<file path="config.mk">
export PLATFORM = sky130hd
export DESIGN_NAME = cte_yuv_sched
export DESIGN_NICKNAME = d
export VERILOG_FILES = /design/src/rtl/cte_pkg.sv /design/src/rtl/cte_yuv_ser.sv /design/src/rtl/cte_yuv_sched.sv
export SDC_FILE = /design/constraint.sdc
export NUM_CORES = 1
export LEC_CHECK = 0
export ABC_AREA = 1
export BUFFER_PORTS_ARGS = -buffer_cell sky130_fd_sc_hd__buf_4
export CAP_MARGIN = 20
export CORE_MARGIN = 3
export CORE_UTILIZATION = 50
export DETAILED_ROUTE_END_ITERATION = 10
export PLACE_DENSITY = 0.84
export SYNTH_ARGS = -nofsm -noshare
export SYNTH_HDL_FRONTEND = slang
export SYNTH_SLANG_ARGS = --single-unit
export TNS_END_PERCENT = 50
</file>
<file path="constraint.sdc">
create_clock -name clk -period 5.51 [get_ports clk]
set_input_delay 1.102 -clock clk [delete_from_list [all_inputs] [get_ports clk]]
set_output_delay 1.102 -clock clk [all_outputs]
set_load 0.005 [all_outputs]
</file>
<file path="src/rtl/cte_pkg.sv">
`default_nettype none
// Shared types and sizing for the CTE RGB->YUV 4:2:2 scheduler.
package cte_pkg;

  typedef enum logic [1:0] {
    BYTE_U  = 2'd0,
    BYTE_Y0 = 2'd1,
    BYTE_V  = 2'd2,
    BYTE_Y1 = 2'd3
  } byte_sel_e;

  localparam int CTE_PAIR_SLOTS = 2;
  localparam int CTE_OCC_MAX    = 4;

  typedef struct packed {
    logic [7:0] u;
    logic [7:0] y0;
    logic [7:0] v;
    logic [7:0] y1;
    logic       full;
  } pair_slot_t;

endpackage
`default_nettype wire

</file>
<file path="src/rtl/cte_yuv_ser.sv">
`default_nettype none
// Four-byte serializer: emits U, Y0, V, Y1 from the head pair slot.
module cte_yuv_ser
  import cte_pkg::*;
(
  input  logic       clk,
  input  logic       reset,
  input  pair_slot_t head,
  input  logic       start,
  output logic       out_valid,
  output logic [7:0] yuv_out,
  output logic       v_done,
  output logic       y1_done
);

  byte_sel_e  sel;
  byte_sel_e  sel_next;
  logic       active_next;
  logic [7:0] byte_next;

  always_ff @(posedge clk) begin
    if (!reset) begin
      sel       <= BYTE_U;
      out_valid <= 1'b0;
      yuv_out   <= '0;
    end else begin
      sel       <= sel_next;
      out_valid <= active_next;
      yuv_out   <= byte_next;
    end
  end

  // A new group may start on the edge after Y1 is shown, so back-to-back groups have no gap.
  always_comb begin
    sel_next    = BYTE_U;
    active_next = 1'b0;
    if (out_valid && (sel != BYTE_Y1)) begin
      active_next = 1'b1;
      sel_next    = byte_sel_e'(sel + 2'd1);
    end else if (start) begin
      active_next = 1'b1;
      sel_next    = BYTE_U;
    end
  end

  always_comb begin
    byte_next = '0;
    if (active_next) begin
      case (sel_next)
        BYTE_U:  byte_next = head.u;
        BYTE_Y0: byte_next = head.y0;
        BYTE_V:  byte_next = head.v;
        BYTE_Y1: byte_next = head.y1;
      endcase
    end
    v_done  = active_next && (sel_next == BYTE_V);
    y1_done = active_next && (sel_next == BYTE_Y1);
  end

endmodule
`default_nettype wire

</file>
<file path="src/rtl/cte_yuv_sched.sv">
`default_nettype none
// RGB->YUV 4:2:2 stream scheduler: accept/busy, datapath issue, result tags, pair slots.
module cte_yuv_sched
  import cte_pkg::*;
#(
  parameter int DP_LAT = 2
) (
  input  logic        clk,
  input  logic        reset,
  input  logic        op_mode,
  input  logic        in_en,
  input  logic [23:0] rgb_in,
  output logic        busy,
  output logic        dp_valid,
  output logic [23:0] dp_rgb,
  input  logic [7:0]  dp_y,
  input  logic [7:0]  dp_u,
  input  logic [7:0]  dp_v,
  output logic        out_valid,
  output logic [7:0]  yuv_out
);

  localparam int TW = DP_LAT + 1;

  logic          accept;
  logic          parity;
  logic [2:0]    occ;
  logic [2:0]    occ_next;
  logic [TW-1:0] tag_v;
  logic [TW-1:0] tag_p;
  logic          cap;
  logic          cap_odd;
  logic          wr_ptr;
  logic          rd_ptr;
  logic          v_done;
  logic          y1_done;
  pair_slot_t    slots [CTE_PAIR_SLOTS];
  pair_slot_t    head;

  assign accept   = in_en & op_mode & ~busy;
  assign cap      = tag_v[DP_LAT];
  assign cap_odd  = tag_p[DP_LAT];
  assign head     = slots[rd_ptr];
  assign occ_next = occ + 3'(accept) - 3'(v_done) - 3'(y1_done);

  always_ff @(posedge clk) begin
    if (!reset) begin
      parity   <= 1'b0;
      occ      <= '0;
      busy     <= 1'b0;
      dp_valid <= 1'b0;
      dp_rgb   <= '0;
      tag_v    <= '0;
      tag_p    <= '0;
    end else begin
      if (accept) begin
        parity <= ~parity;
        dp_rgb <= rgb_in;
      end
      occ      <= occ_next;
      busy     <= (occ_next == 3'(CTE_OCC_MAX));
      dp_valid <= accept;
      // Tag carries the pre-toggle parity, so 0 marks the even pixel of a pair.
      tag_v    <= (tag_v << 1) | TW'(accept);
      tag_p    <= (tag_p << 1) | TW'(parity);
    end
  end

  always_ff @(posedge clk) begin
    if (!reset) begin
      for (int i = 0; i < CTE_PAIR_SLOTS; i++) slots[i] <= '0;
      wr_ptr <= 1'b0;
      rd_ptr <= 1'b0;
    end else begin
      if (y1_done) begin
        slots[rd_ptr].full <= 1'b0;
        rd_ptr             <= ~rd_ptr;
      end
      if (cap && !cap_odd) begin
        slots[wr_ptr].u  <= dp_u;
        slots[wr_ptr].y0 <= dp_y;
        slots[wr_ptr].v  <= dp_v;
      end
      if (cap && cap_odd) begin
        slots[wr_ptr].y1   <= dp_y;
        slots[wr_ptr].full <= 1'b1;
        wr_ptr             <= ~wr_ptr;
      end
    end
  end

  cte_yuv_ser u_ser (
    .clk       (clk),
    .reset     (reset),
    .head      (head),
    .start     (head.full),
    .out_valid (out_valid),
    .yuv_out   (yuv_out),
    .v_done    (v_done),
    .y1_done   (y1_done)
  );

endmodule
`default_nettype wire
</file>
* Word level (Yosys, flattened, before mapping) *
Memories as Yosys holds them, arrays and structs flattened. A register that Yosys moved wholly into a read port is not among the register bits.
Cells that the tools add are included.

cells by class
  bitwise gates (word level) = 8
  mux-type cells = 22
  order comparisons = 0
  divide/modulo/power cells = 0
  add/subtract/negate cells = 4
  $mul = 0
  reduce and logical (&&, ||, !) cells = 10
  shifts and indexed selects = 0
  equal/unequal tests = 5

operator list
  operator               count
  $mux W33               2
  $reduce_or A33 Y1      2
  $pmux W8 S4            1
  $mux W1                16
  $mux W2                3
  $or A3 B1 Y3           2
  $sub A3 B1 Y3          2
  $logic_and A1 B1 Y1    5
  $eq A2 B2 Y1 const B   2
  $not A1 Y1             4
  $add A3 B1 Y3          1
  $eq A3 B3 Y1 const B   1
  $add A2 B1 Y2 const B  1
  $and A1 B1 Y1          2
  $eq A2 B1 Y1 const B   1
  $logic_not A2 Y1       1
  $ne A2 B2 Y1 const B   1
  $reduce_and A2 Y1      1
  $logic_not A1 Y1       1

storage, ports and cells
  word-level logic and storage cells = 62
  bits in latches = 0
  register bits after elaboration = 49
  output and inout port bits = 35
  memories = 1
  input port bits = 52
  ROM bits = 0
  RAM bits = 66

memories
  memory  depth  width  rd ports  clocked after Yosys merged registers in  wr ports  RTL line             text
  slots   2      33     1         1                                        2         cte_yuv_sched.sv:37  pair_slot_t slots [CTE_PAIR_SLOTS];

* Longest topological paths before layout *
Gate-level depths: netlist of the first run.

  word-level depth = 10
  gate-level depth with buffers = 14
  depth with buffers taken out = 14

* Modules after synthesis *
From an unflattened synthesis of the first run, not the netlist that was laid out.

second synthesis, totals
  cells, all modules = 490
  area, all modules = 5059.9 um^2

by module, submodules not included
  module         sequential area each (um^2)  instances  cells an instance  area an instance (um^2)
  cte_yuv_sched  2722.6                       1          384                4286.6
  cte_yuv_ser    220.2                        1          106                773.2

* Worst setup path after synthesis of the first run *
OpenSTA, ideal clock, no wires.

  kind = input port to flip-flop
  start = input in_en
  end = register busy
  arrival = 2.661 ns
  setup slack = 2.784 ns
  required time = 5.446 ns
  path buffers = 1
  cell stages on the path = 10
  library setup time = 0.064 ns
  cells stage by stage = nand2_1 -> nor2_2 -> buf_2 -> ha_1 -> nor2_1 -> ha_1 -> inv_1 -> ha_1 -> or2_2 -> nor2_1

on the way
  word-level cells in the longest chain between the ends = 6

RTL lines
  element                      RTL line             text
  start, declared              cte_yuv_sched.sv:11  input logic in_en,
  $and A1 B1 Y1 (2 in series)  cte_yuv_sched.sv:40  assign accept = in_en & op_mode & ~busy;
  named net accept             cte_yuv_sched.sv:25  logic accept;
  $add A3 B1 Y3                cte_yuv_sched.sv:44  assign occ_next = occ + 3'(accept) - 3'(v_done) - 3'(y1_done);
  $sub A3 B1 Y3 (2 in series)  cte_yuv_sched.sv:44
  named net occ_next[1]        cte_yuv_sched.sv:28  logic [2:0] occ_next;
  $eq A3 B3 Y1                 cte_yuv_sched.sv:61  busy <= (occ_next == 3'(CTE_OCC_MAX));
  end signal, assigned         cte_yuv_sched.sv:61
  end, declared                cte_yuv_sched.sv:13  output logic busy,

The timed path passes the listed nets, and every way through them passes these cells.
A chain may end at the register's enable or synchronous reset.

==> results of run 1 <==
==> synthesized netlist by cell type (3+ instances only) <==
cell type,number
edfxtp_1,64
inv_1,45
nor2_2,3
ha_1,5
nand2_1,150
dfxtp_1,51
o21ai_0,26
buf_2,16
nor2_1,133
nand3_1,14
inv_2,6
o21ai_1,8
clkbuf_1,5
==> sequential cells by signal, indices dropped and copies added, names as in the netlist, named ones only <==
name / flops
busy: 1
dp_rgb: 24
occ: 3
parity: 1
rd_ptr: 1
slots: 66
tag_p: 3
tag_v: 3
u_ser.out_valid: 1
u_ser.sel: 2
u_ser.yuv_out: 8
wr_ptr: 1
==> final cells by class <==
cell class                      count  share of cell area [%]
Clock inverter                      9                   1.448
Timing Repair Buffer               89                   11.38
Sequential cell                   115                   48.65
Tap cell                          108                   2.234
Clock buffer                       23                   8.604
Multi-Input combinational cell    351                   24.53
Inverter                           51                   3.164
==> power groups by stage <==
stage               Clock, W  Sequential, W  Combinational (W)
CTS                  0.00110       0.000947           0.000104
global placement           0       0.000962           0.000100
floorplan                  0       0.000962          0.0000447
detailed placement         0       0.000964           0.000103
finish               0.00109       0.000947           0.000106
global route         0.00113       0.000949           0.000118
==> critical path: cells and delay by family <==
family / cells / cell delay (ps)
buffers and inverters: 2 / 390
and+or+nand+nor: 3 / 1480
==> cells by family (layout without fill, tap and decap cells) <==
group | count (synthesis) | after routing
simple gates | 308 | 308
flops | 115 | 115
buf+inv | 73 | 172
compound gates | 37 | 37
fa+ha+maj | 5 | 5
xor+xnor | 1 | 1
==> per-layer routing <==
| metal | global-route usage [%] | wire (um) |
|---|---|---|
| met5 | 0 | 0 |
| met2 | 36.95 | 5508 |
| met4 | 10.76 | 342 |
| met3 | 7.042 | 914 |
| met1 | 24.77 | 4186 |
==> how the worst max path moves through the flow <==
| stage | end |
|---|---|
| floorplan | busy |
| global placement | slots[1][30] |
| detailed placement | slots[1][28] |
| CTS | slots[1][24] |
| global route | slots[1][24] |
| finish | slots[1][28] |
==> stage by stage <==
| step | util [%] | setup WS (ps) | hold WS (ps) | cells | power [W] |
|---|---|---|---|---|---|
| final | 67.72 | 2634 | 420.8 | 746 | 0.002142 |
| after CTS | 67.41 | 2649 | 419.9 | 745 | 0.002150 |
| after global routing | 67.72 | 2418 | 437.8 | 746 | 0.002202 |
| after global placement | 60.60 | 2237 | 395.1 | 713 | 0.001062 |
| after floorplan | - | 2784 | 390.5 | 539 | 0.001006 |
| after detailed placement | 60.60 | 2108 | 401.8 | 713 | 0.001067 |
==> results.cfg, run 1 <==
[status]
status = finished, final reports clean

[placement]
io_buffers = 86
dp.final_hpwl_um = 7118
placed_cell_area_sq_um = 5414
gp_congestion = 0.8393

[clock_network]
htreeDepth = 4
cts_resized = 0
cts_buffers = 17
clk_pin_slew_worst_paths_ps = 60
cts_hold_buf = 0
root_buffer = clkbuf_8
clkSinkCount = 115
clk_path_buf_depth = 2
postCtsSetupBuffers = 0
cts_tree = built
clk_latency_ps = 510

[synth]
ys_seq_area_share_pct = 62.29
synth_xor_area_share_pct = 0.1854
synthAdderAreaFrac_pct = 1.324
synthMuxAreaShare_pct = 0
yosys-top-cells-area = edfxtp_1, dfxtp_1, nand2_1
synth_nets = 596
ys_seq_elements = 115
synth_simple_gate_area_share_pct = 25.93
yosysTopAreaCell = edfxtp_1
synth_top_family_by_area = simple AND/OR/NAND/NOR gates
synth_cell_types = 23
synth_top_flop_cell = edfxtp_1
synthCells = 539
syn_avg_cell_area_sq_um = 8.765
synth-edff-count = 64
async_reset_ff_share_pct = 0
synth_top_area_share_pct = 40.68
synth_compound_area_share_pct = 3.972
mappedNetlistArea_sq_um = 4725
ys.warnings.count = 0

[critical_path]
cp-start-kind = input port
cp-end-kind = flop
critical_path_class = input port to flop
worstReg2RegEnd = busy
path_max_fanout = 43
reg2reg_depth = 11
r2r_slack_ps = 3120
rr_startpoint = busy
worstPathCellList = buf_4 -> nand2_1 -> inv_2 -> nand3_2 -> nand2_1
slowest_stage = nand2_1
cp.arrival_ps = 3000
max_stage_delay_ps = 960
crit_path_frequent_cell = nand2_1
critPathRequiredTime_ps = 5640
worstSetupStartpoint = reset

[global_routing]
grt_max_degree = 44
grt_usage_pct = 21.78
grt_pass1_vias = 3820
grt_pass1_wl_um = 17330
antenna_found_initial = 0
gr-total-overflow = 0

[layout]
final_cell_mix = nand2_1, nor2_1, buf_4, edfxtp_1, dfxtp_1
n_fill_cell = 647
syn_to_final_growth_pct = 28.05
drive_above_1_share_pct = 21.16
design_area_sq_um = 6050
insertedDiodeCount = 0
ff_latch_area_sq_um = 2943
layout_commonest_cell = nand2_1
multi_input_area_sq_um = 1484
nets = 682

[sta]
slew_headroom_pct = 30.42
fin_crit_ps = 2876
maxSlewViolCount = 0
worstMarginPinSlew_ps = 1041
final.setup.tns_ps = 0
hold_violations = 0
finalSetupViolCount = 0
fmax_mhz = 347.7
final.setup_skew_ps = 8.987
fin_crit_sh_pct = 52.20
rsz0062_at_grt = false

[hold_path]
hp-class = flop to flop
min_to = tag_p[2]
hold_depth = 2
min_from = tag_p[1]

[route]
firstDrtPassIters = 7
drtAntennaViolNets = 0
wl_per_cell_um = 14.68
route.vias.total = 3834
drc = 0
viasPerCell = 5.139
drtIter0Drc = 230
finalWirelength_um = 10950

[power_and_ir_drop]
swShare_pct = 21.04
power.leakage_nw = 2.944
powerDensity_nw_per_um2 = 354.0
ir_worst_vdd_uv = 219.9
p_comb_share_pct = 4.9
clockPowerShare_pct = 50.9
p_int_w = 0.001691
pwr-share-seq_pct = 44.2
switchingPower_w = 0.0004506

[floorplan]
die_h_um = 103.2
fp.coreArea_sq_um = 8934
fp-row-count = 34
pin_count = 87
initial_core_util_pct = 52.89
die_x_um = 103.2
die_area_sq_um = 10650

[flow_run]
drv_cap = 0
(Power assumes the default switching activity.)
==> inputs of run 2 (changes only) <==
clock period = 2.7 ns   (was 5.51 ns; I/O delays follow)
==> results.cfg, run 2 (synthesis results as in run 1) <==
[layout]
syn_to_final_growth_pct = 27.17
finalNonFillerCells = 749
layout_commonest_cell = nand2_1
final_cell_mix = nand2_1, nor2_1, buf_4, edfxtp_1, dfxtp_1
nets = 685
largest_reg_flops = 66
largest_register = slots
drive_above_1_share_pct = 20.90
reg_top3 = slots: 66 flops, dp_rgb: 24 flops, u_ser.yuv_out: 8 flops
insertedDiodeCount = 0
design_area_sq_um = 6008

[clock_network]
clkSinkCount = 115
clk_pin_slew_worst_paths_ps = 60
cts_buffers = 17
postCtsSetupBuffers = 0
root_buffer = clkbuf_8
cts_hold_buf = 0
clk_latency_ps = 510
htreeDepth = 4
cts_resized = 0
cts_tree = built
clk_path_buf_depth = 2

[critical_path]
cp.arrival_ps = 2860
worstPathCellList = ha_1 -> nand3_4 -> inv_1 -> ha_1 -> nor2_1 -> ha_1 -> inv_1 -> ha_1 -> xor2_1 -> inv_1 -> nand2_1 -> nand3_1 -> nor2_1
path_max_fanout = 9
slowest_stage = dfxtp_1
critPathRequiredTime_ps = 3140
cp-end-kind = flop
critical_path_class = flop to flop
max_stage_delay_ps = 460
cp-start-kind = flop
crit_path_frequent_cell = ha_1

[floorplan]
pin_count = 87
die_x_um = 103.2
fp-row-count = 34
die_h_um = 103.2
fp.coreArea_sq_um = 8934
initial_core_util_pct = 52.89
die_area_sq_um = 10650

[sta]
final.setup_skew_ps = 6.693
hold_violations = 0
fin_crit_ps = 2420
layout_setup_ws_ps = 280.3
rsz0062_at_grt = false
fin_crit_sh_pct = 89.62
fmax_mhz = 413.3
maxSlewViolCount = 0
worstMarginPinSlew_ps = 595.8
final.setup.tns_ps = 0
slew_headroom_pct = 60.22
finalSetupViolCount = 0

[global_routing]
grt_pass1_vias = 3908
antenna_found_initial = 0
grt_usage_pct = 21.63
grt_max_degree = 44
grt_pass1_wl_um = 17640
gr-total-overflow = 0

[route]
wl_per_cell_um = 14.43
viasPerCell = 5.043
route.vias.total = 3777
firstDrtPassIters = 5
drtAntennaViolNets = 0
drc = 0
finalWirelength_um = 10810
drtIter0Drc = 248

[power_and_ir_drop]
swShare_pct = 20.66
powerDensity_nw_per_um2 = 713.2
pwr-share-seq_pct = 45.0
power.leakage_nw = 2.923
finalPower_w = 0.004285
ir_worst_vdd_uv = 458.3
p_int_w = 0.003400
p_comb_share_pct = 5.1
switchingPower_w = 0.0008853
clockPowerShare_pct = 49.9

[placement]
gp_congestion = 0.8474
place_ws_ps = 322.4
dpl.cell_count = 717
placed_cell_area_sq_um = 5444
io_buffers = 86
dp.final_hpwl_um = 7142

[status]
status = finished, final reports clean

[flow_run]
drv_cap = 0

[hold_path]
hp-class = input port to flop
==> run 2: cell types whose count changed in the layout (fill, tap and decap cells not counted), sizes merged <==
cell      change
clkbuf        -3
clkinvlp      +1
buf           +3
clkinv        +3
bufinv        +2
inv           -3
==> run 2: power by group through the flow <==
stage	Sequential [W]	Combinational [W]	Clock, W
6_report	0.00193	0.000218	0.00214
5_1_grt	0.00193	0.000243	0.00223
4_1_cts	0.00193	0.000219	0.00215
3_5_place_dp	0.00196	0.000218	0
3_3_place_gp	0.00196	0.000210	0
2_1_floorplan	0.00196	0.0000912	0
==> run 2: worst max-delay path: cells and delay by family (launching register included) <==
kind          cells  cell delay [ps]
xor+xnor          1              200
fa+ha+maj         4              900
buf+inv           3              200
flops             1              460
simple gates      5              580
==> run 2: final cells by class <==
cell class | instances | area [sq um]
Sequential cell | 115 | 2943
Fill cell | 667 | 2925
Multi-Input combinational cell | 351 | 1484
Timing Repair Buffer | 92 | 690.7
Clock buffer | 20 | 425.4
Inverter | 51 | 191.4
Clock inverter | 12 | 138.9
Tap cell | 108 | 135.1
==> run 2: worst paths after layout <==
| path | from | depth (start not counted) | slack (ps) | to |
|---|---|---|---|---|
| worst max-delay path | u_ser.sel[0] | 13 | 280 | busy |
| worst min-delay path | rgb_in[21] | 3 | 250 | dp_rgb[21] |
| worst max register to register | u_ser.sel[0] | 13 | 280 | busy |
| worst min register to register | tag_p[1] | 2 | 420 | tag_p[2] |
==> run 2: per-layer routing <==
metal / vias to the layer above / track usage [%] / share of wire, %
met3: 16 / 7.176 / 8.9
met1: 1720 / 26.38 / 40
li1: 1874 / - / -
met2: 167 / 36.70 / 49
met5: - / 0 / 0
met4: 0 / 6.375 / 1.3
==> run 2: per-stage QoR <==
| stage | util, % | hold slack (ps) |
|---|---|---|
| 4_1_cts | 67.25 | 239.0 |
| 5_1_grt | 67.25 | 244.7 |
| 6_report | 67.25 | 250.7 |
| 3_3_place_gp | 60.94 | 398.9 |
| 3_5_place_dp | 60.94 | 406.0 |
| 2_1_floorplan | - | 390.5 |
==> inputs of run 3 (changes only) <==
ABC_AREA = not set   (was 1)
PLACE_DENSITY = 0.83   (was 0.84)
SYNTH_HIERARCHICAL = 1   (was not set)
==> results.cfg, run 3 <==
[status]
status = finished, final reports clean

[synth]
synthMuxAreaShare_pct = 12.95
synth_nets = 466
ys_seq_area_share_pct = 58.12
synth_top_family_by_area = simple AND/OR/NAND/NOR gates
synth_most_common_cell = and2_1
synth_simple_gate_area_share_pct = 18.06
yosys-top-cells-area = edfxtp_1, dfxtp_1, and2_1
synth_xor_area_share_pct = 0.1730
synthCells = 409
synth_compound_area_share_pct = 4.596
synth_top_flop_cell = edfxtp_1
ys.warnings.count = 6
yosysTopAreaCell = edfxtp_1
ys_seq_elements = 115
synthAdderAreaFrac_pct = 1.384
syn_avg_cell_area_sq_um = 12.38
synth_top_area_share_pct = 37.95
ys_top_cells_by_count = and2_1, edfxtp_1, nand2_1
async_reset_ff_share_pct = 0
synth-edff-count = 64
synth_cell_types = 44
mappedNetlistArea_sq_um = 5064

[placement]
dp.final_hpwl_um = 6927
gp_congestion = 0.7498
io_buffers = 86

[sta]
maxSlewViolCount = 0
hold_violations = 0
whs_ps = 278.7
fmax_mhz = 385.9
final.setup_skew_ps = 6.674
fin_crit_ps = 2591
finalSetupViolCount = 0
worstMarginPinSlew_ps = 592.1
fin_crit_sh_pct = 95.97
slew_headroom_pct = 60.52

[critical_path]
cp-start-kind = flop
cp-end-kind = flop
critPathRequiredTime_ps = 3100
cp.arrival_ps = 2990
path_max_fanout = 3
critical_path_class = flop to flop

[clock_network]
postCtsSetupBuffers = 0
htreeDepth = 4
cts_hold_buf = 0
root_buffer = clkbuf_8
clk_latency_ps = 510
clk_pin_slew_worst_paths_ps = 60
clkSinkCount = 115
cts_tree = built
cts_buffers = 17
clk_path_buf_depth = 2
cts_resized = 0

[layout]
largest_register = slots
syn_to_final_growth_pct = 25.92
drive_above_1_share_pct = 34.77
layout_commonest_cell = buf_4
nets = 556
finalCoreUtilization_pct = 64.93
final_cell_mix = buf_4, and2_1, edfxtp_1, nand2_1, dfxtp_1
insertedDiodeCount = 0
reg_top3 = slots: 66 flops, dp_rgb: 24 flops, u_ser/yuv_out: 8 flops
largest_reg_flops = 66

[floorplan]
die_x_um = 106.6
fp-row-count = 36
fp.coreArea_sq_um = 9819
die_h_um = 106.6
pin_count = 87
initial_core_util_pct = 51.57
die_area_sq_um = 11370

[global_routing]
grt_pass1_vias = 3451
grt_pass1_wl_um = 16560
grt_max_degree = 71
gr-total-overflow = 0
antenna_found_initial = 0
grt_usage_pct = 19.05

[route]
route.vias.total = 3305
wl_per_cell_um = 16.10
viasPerCell = 5.124
drtAntennaViolNets = 0
drtIter0Drc = 149
drc = 0
finalWirelength_um = 10390
firstDrtPassIters = 4

[power_and_ir_drop]
powerDensity_nw_per_um2 = 689.5
power.leakage_nw = 2.621
ir_worst_vdd_uv = 388.8

[hold_path]
hp-class = input port to flop

[flow_run]
drv_cap = 0
## run 3: cell count changes in the layout (fill, tap and decap cells not counted), sizes merged, moves of 32 or more
cell | previous run | this run
nor2 | 137 | 1
nand2 | 151 | 58
and2 | 0 | 73
inv | 51 | 8
mux2 | 0 | 36
o21ai | 34 | 2
## run 3: routing by layer
layer,up-vias,share of wire (%),global-route usage (%)
met5,-,0,0
li1,1603,-,-
met1,1561,41,22.99
met2,117,49,31.03
met3,24,7.5,7.465
met4,0,2.1,6.849
## run 3: critical path, stage by stage (launching register included)
cell	delay, ps
dfxtp_1	320
ha_1	210
nand2b_1	220
nor2_2	200
inv_1	80
fa_1	410
inv_1	70
ha_1	220
inv_1	60
ha_1	190
xnor2_2	150
mux2_2	360
## run 3: cells by family after synthesis
group / Yosys count
AND/OR/NAND/NOR: 163
multiplexers: 61
XOR/XNOR: 1
buffers and inverters: 34
AO/OA/AOI/OAI: 30
adder cells (fa/ha/maj): 5
flip-flops: 115
## run 3: final cells by class
cell class,count,area (sq um)
Timing Repair Buffer,97,728.2
Clock inverter,11,160.2
Inverter,8,30.03
Clock buffer,21,439.2
Multi-Input combinational cell,260,1909
Fill cell,756,3443
Sequential cell,115,2943
Tap cell,133,166.4
## run 3: power breakdown
| part | internal (W) | switching [W] |
|---|---|---|
| Sequential | 0.00191 | 0.0000214 |
| Combinational | 0.000119 | 0.000103 |
| Clock | 0.00151 | 0.000735 |
| Total | 0.00354 | 0.000860 |
## run 3: final timing paths
| check | from | to | slack [ps] | depth (start not counted) |
|---|---|---|---|---|
| worst min-delay path | rgb_in[20] | dp_rgb[20] | 280 | 3 |
| worst max-delay path | u_ser/sel[0] | busy | 110 | 11 |
| worst min register to register | tag_p[0] | tag_p[1] | 440 | 1 |
| worst max register to register | u_ser/sel[0] | busy | 110 | 11 |
## run 3: metrics by stage
stage                     power, W  setup slack, ps  instance area, sq um  setup TNS [ps]  std cells
final                     0.004396            108.8                  6376               0        645
after global routing      0.004552           -15.13                  6376          -15.13        645
after CTS                 0.004434            40.02                  6354               0        645
after detailed placement  0.002186            52.35                  5754               0        613
after global placement    0.002175            198.4                  5754               0        613
after floorplan           0.002067            45.09                  5069               0        409
